File: src/rtl/regfile_sb.sv
// Scoreboarded register file: NRD combinational read ports, two write-back ports, one issue reservation port.
// Define REGFILE_BYPASS_EN to forward same-cycle write data to the read ports.
module regfile_sb #(
   parameter int DATA_W = 32,
   parameter int ADDR_W = 5,
   parameter int NRD    = 2
) (
   input  logic                  clk,
   input  logic                  rst,
   input  logic [NRD-1:0]        re,
   input  logic [NRD*ADDR_W-1:0] raddr,
   output logic [NRD*DATA_W-1:0] rdata,
   output logic [NRD-1:0]        rbusy,
   input  logic                  iss_valid,
   input  logic [ADDR_W-1:0]     iss_addr,
   output logic                  iss_ready,
   input  logic                  we0,
   input  logic [ADDR_W-1:0]     waddr0,
   input  logic [DATA_W-1:0]     wdata0,
   input  logic                  we1,
   input  logic [ADDR_W-1:0]     waddr1,
   input  logic [DATA_W-1:0]     wdata1,
   input  logic                  flush,
   output logic [ADDR_W:0]       busy_cnt
);

   localparam int DEPTH = 2**ADDR_W;
   localparam logic [ADDR_W:0] CNT_MAX = (ADDR_W+1)'(DEPTH - 1);

   logic [DATA_W-1:0] r_mem [DEPTH];
   logic [DEPTH-1:0]  r_busy;
   logic [ADDR_W:0]   r_busy_cnt;
   logic [DEPTH-1:0]  w_busy_wr;
   logic [DEPTH-1:0]  w_busy_nxt;
   logic              w_wr0;
   logic              w_wr1;
   logic              w_iss_ok;

   function automatic logic [ADDR_W:0] f_popcnt(input logic [DEPTH-1:0] v);
      logic [ADDR_W:0] c;
      c = '0;
      for (int i = 0; i < DEPTH; i++)
         c = c + {{ADDR_W{1'b0}}, v[i]};
      return c;
   endfunction

   function automatic logic [ADDR_W:0] f_sat_cnt(input logic [ADDR_W:0] c);
      return (c > CNT_MAX) ? CNT_MAX : c;
   endfunction

   assign w_wr0 = we0 && (waddr0 != '0);
   assign w_wr1 = we1 && (waddr1 != '0);

   // A register written this cycle counts as free for issue; flush beats issue.
   always_comb begin
      w_busy_wr = r_busy;
      if (w_wr0) w_busy_wr[waddr0] = 1'b0;
      if (w_wr1) w_busy_wr[waddr1] = 1'b0;
      w_iss_ok   = iss_valid && !flush && !rst && !w_busy_wr[iss_addr];
      w_busy_nxt = w_busy_wr;
      if (flush)
         w_busy_nxt = '0;
      else if (w_iss_ok && (iss_addr != '0))
         w_busy_nxt[iss_addr] = 1'b1;
      w_busy_nxt[0] = 1'b0;
   end

   assign iss_ready = w_iss_ok;
   assign busy_cnt  = r_busy_cnt;

   always_ff @(posedge clk or posedge rst) begin
      if (rst) begin
         r_busy     <= '0;
         r_busy_cnt <= '0;
      end else begin
         r_busy     <= w_busy_nxt;
         r_busy_cnt <= f_sat_cnt(f_popcnt(w_busy_nxt));
      end
   end

   // Port 1 is written last so it wins on an address collision.
   always_ff @(posedge clk or posedge rst) begin
      if (rst) begin
         for (int i = 0; i < DEPTH; i++)
            r_mem[i] <= '0;
      end else begin
         if (w_wr0) r_mem[waddr0] <= wdata0;
         if (w_wr1) r_mem[waddr1] <= wdata1;
      end
   end

   for (genvar g = 0; g < NRD; g++) begin : g_rd
      logic [ADDR_W-1:0] w_ra;
      logic              w_hit;
      assign w_ra  = raddr[g*ADDR_W +: ADDR_W];
      assign w_hit = !rst && re[g] && (w_ra != '0);
`ifdef REGFILE_BYPASS_EN
      logic w_byp0;
      logic w_byp1;
      assign w_byp0 = w_wr0 && (waddr0 == w_ra);
      assign w_byp1 = w_wr1 && (waddr1 == w_ra);
      assign rdata[g*DATA_W +: DATA_W] = !w_hit ? '0     :
                                         w_byp1 ? wdata1 :
                                         w_byp0 ? wdata0 : r_mem[w_ra];
      assign rbusy[g] = w_hit && r_busy[w_ra] && !w_byp0 && !w_byp1;
`else
      assign rdata[g*DATA_W +: DATA_W] = w_hit ? r_mem[w_ra] : '0;
      assign rbusy[g] = w_hit && r_busy[w_ra];
`endif
   end

endmodule

File: config.mk
export PLATFORM = sky130hd
export DESIGN_NAME = regfile_sb
export DESIGN_NICKNAME = d
export VERILOG_FILES = /design/src/rtl/regfile_sb.sv
export SDC_FILE = /design/constraint.sdc
export NUM_CORES = 2
export LEC_CHECK = 0
export CORE_AREA = 5 5 481 483
export CTS_CLUSTER_DIAMETER = 150
export DETAILED_ROUTE_END_ITERATION = 6
export DIE_AREA = 0 0 486 488
export SYNTH_ARGS = -nofsm -noshare
export SYNTH_HDL_FRONTEND = slang
export SYNTH_SLANG_ARGS = --single-unit
File: constraint.sdc
create_clock -name clk -period 85.2 [get_ports clk]
set_clock_uncertainty 0.2 [all_clocks]
set_input_delay 12.78 -clock clk [delete_from_list [all_inputs] [get_ports clk]]
set_output_delay 12.78 -clock clk [all_outputs]
set_load 0.05 [all_outputs]
==> flow_summary.json <==
{
  "grt_setup_unrepaired": "no",
  "violations": "design-rule violations",
  "grt.total_usage": 0.222,
  "path_clk_slew_ns": 0.06,
  "cts_setup_buffers": 0,
  "gr-usage-met3": 0.0571,
  "relSlewSlack": 0.0873,
  "met1_usage": 0.299,
  "r2r_cells": 21,
  "vias": 56800,
  "dieArea_um2": 237000,
  "fin_tns_setup_ns": 0,
  "hold_path_class": "reg2reg",
  "syn_inst": 6916,
  "cp-start-kind": "input port",
  "ys_warn_count": 0,
  "cts_made_buffers": 117,
  "dp_hpwl_um": 151000,
  "period_needed_ns": 31.17,
  "synthAdderAreaFrac": 0.00810,
  "clock.fmax_ghz": 0.0321,
  "muxShareOfSynthArea": 0.316,
  "power_density_nw_per_um2": 22.2,
  "cts_num_sinks": 1061,
  "syn_nets": 7043,
  "r2r_start": "r_busy[2]",
  "crit_required_ns": 72.22,
  "synth_compound_area_frac": 0.150,
  "avgViaCountPerCell": 5.89,
  "routabilityCongestion": 0.891,
  "synth-simple-area-share": 0.0868,
  "die_w_um": 486,
  "r2r_end": "busy_cnt[3]",
  "met2_usage": 0.341,
  "grt_busiest_layer": "met2",
  "min-delay-start": "r_mem[1000]",
  "final_layout_size_suffix_gt1_frac": 0.127,
  "async_flop_share": 1.00,
  "initial_core_util": 0.299,
  "wire_per_inst_um": 28.4,
  "cts_max_level": 3,
  "finish.utilization": 0.334,
  "setup_viol_count_final": 0,
  "dieHeight_um": 488,
  "io_pins": 170,
  "end_kind": "output pin",
  "synth_edf_count": 0,
  "whs_path_depth": 0,
  "crit_type": "in2out",
  "grt_max_degree": 174,
  "synth.avg_cell_area_um2": 9.79,
  "syn_area_um2": 67700,
  "tightest_slew_ns": 1.36,
  "reg2reg_slack_ns": 78.44,
  "drv_slew": 0,
  "ys_seq_elements": 1061,
  "crit_arrival_ns": 18.19,
  "hold_buffers": 0,
  "p_leak_nw": 32.8,
  "synth.distinct_cells": 74,
  "clockBufferDepth": 3,
  "grt_overflow_total": 0,
  "rows": 175,
  "routed_wl_um": 274000,
  "synth_top_family_by_area": "multiplexers",
  "min_to": "r_mem[1000]",
  "nets": 6657,
  "area_growth_pct": 11.8,
  "core-area_um2": 226000,
  "hold_ws_ns": 0.202,
  "final_antenna_net_count": 0,
  "clk_latency_ns": 0.77,
  "clockRootBuffer": "clkbuf_16",
  "ys.flop_type": "dfrtp_1",
  "drc": 4,
  "peakVddDrop_uv": 18.5,
  "grt_pass1_wl_um": 392000,
  "numPortBuffers": 169,
  "synth_xor_area_frac": 0.000129,
  "drv_cap": 0,
  "worstPathMaxFanout": 34,
  "drtIter0Drc": 7690,
  "ctsResizeCount": 0,
  "cts_tree": "done",
  "grt_pass1_vias": 54500,
  "finalCritPeriodShare": 0.366,
  "status": "finished, violations left",
  "final_hold_viol_count": 0,
  "drtPass1Iterations": 7,
  "yosysSeqAreaShare": 0.392,
  "antenna_found_initial": 19
}
worst max path at each step:
| stage | cells after the start | slack [ns] | to | startpoint |
|---|---|---|---|---|
| after floorplan | 3 | 31.90 | rbusy[0] | rst |
| after global placement | 9 | 54.03 | iss_ready | waddr0[2] |
| after detailed placement | 9 | 54.08 | iss_ready | waddr0[2] |
| after CTS | 9 | 54.03 | iss_ready | waddr0[2] |
| after global routing | 9 | 53.72 | iss_ready | waddr0[2] |
| final | 9 | 54.03 | iss_ready | waddr0[2] |
metrics by stage:
stage	cell area, um^2	setup WS (ns)	instances	total power [mW]
final	75700	54.03	9641	1.68
after global routing	75700	53.72	9638	1.76
after global placement	71700	54.03	9420	1.12
after CTS	75700	54.03	9635	1.68
after detailed placement	71700	54.08	9420	1.14
after floorplan	67700	31.90	6916	1.02
cell families (layout without fill, tap and decap cells):
family / after synthesis / in the layout
compound gates: 1789 / 1789
mux: 1777 / 1777
simple gates: 1436 / 1436
flops: 1061 / 1061
buf+inv: 821 / 531
fa+ha+maj: 30 / 30
other cells: 1 / 7
xor+xnor: 1 / 1
flip-flops by register name, indices dropped and copies added (netlist names):
name      count
busy_cnt      6
r_busy       31
r_mem      1024
routing by layer:
metal	vias to the layer above	routed length, um
li1	24300	-
met1	28300	111000
met2	3415	121000
met3	707	29500
met4	16	12300
met5	-	90
synth_stat cells, types with 7 or more instances:
master,instances,share of area
mux2i_1,1370,0.20
dfrtp_1,1061,0.39
o21ai_0,772,0.057
nor2_1,724,0.040
clkbuf_1,645,0.036
a21oi_1,621,0.046
nand2_1,570,0.032
mux4_2,276,0.092
buf_1,134,0.0074
mux2_2,131,0.022
a221oi_1,129,0.017
a22oi_1,126,0.014
o211ai_1,64,0.0071
fa_1,23,0.0068
inv_1,22,0.0012
nand3_1,17,0.0013
buf_2,15,0.0011
o22ai_1,14,0.0013
nand2b_1,11,0.0010
nor2b_1,11,0.0010
or2_2,11,0.0010
nor3_1,10,0.00074
and2_1,9,0.00083
nand4_1,9,0.00083
a31o_2,7,0.00091
a31oi_1,7,0.00065
a32oi_1,7,0.00091
ha_1,7,0.0013
nand3b_1,7,0.00078
o221ai_1,7,0.00091
critical path: stages:
cell,delay [ns]
clkdlybuf4s50_1,0.80
nor4bb_2,0.95
nand2_4,0.81
and4_1,0.51
or3_1,0.33
nor4_1,0.35
nand2_1,0.35
a221oi_1,0.31
clkdlybuf4s50_1,0.96
power by group:
group | internal [mW] | total (mW) | switching (mW)
registers | 0.630 | 0.729 | 0.0992
clock network | 0.311 | 0.539 | 0.229
logic | 0.203 | 0.414 | 0.211
total | 1.14 | 1.68 | 0.539
final cells by class:
type,instances,area [um^2]
Antenna cell,6,15.0
Inverter,23,93.8
Clock inverter,48,592
Multi-Input combinational cell,5034,38500
Fill cell,22800,151000
Clock buffer,167,3410
Sequential cell,1061,26600
Tap cell,3009,3760
Timing Repair Buffer,293,2710
placed cells by master (no fill, tap or decap), types with 8 or more instances in the layout:
| master | instances |
|---|---|
| nand2_4 | 30 |
| mux4_2 | 276 |
| nand3_1 | 15 |
| buf_4 | 122 |
| fa_1 | 23 |
| clkbuf_16 | 117 |
| clkinv_2 | 26 |
| clkdlybuf4s50_1 | 159 |
| inv_1 | 21 |
| clkbuf_8 | 31 |
| dfrtp_1 | 1061 |
| a21oi_1 | 621 |
| nor3_1 | 9 |
| nor2_4 | 29 |
| nand4_1 | 9 |
| nand2_1 | 540 |
| nor2_1 | 695 |
| or2_2 | 9 |
| clkbuf_1 | 21 |
| bufinv_16 | 11 |
| nand2b_1 | 9 |
| and2_1 | 8 |
| a221oi_1 | 129 |
| a22oi_1 | 126 |
| o22ai_1 | 14 |
| nor2b_1 | 9 |
| mux2_2 | 131 |
| mux2i_1 | 1370 |
| o211ai_1 | 64 |
| o21ai_0 | 772 |
(Power assumes the default switching activity.)
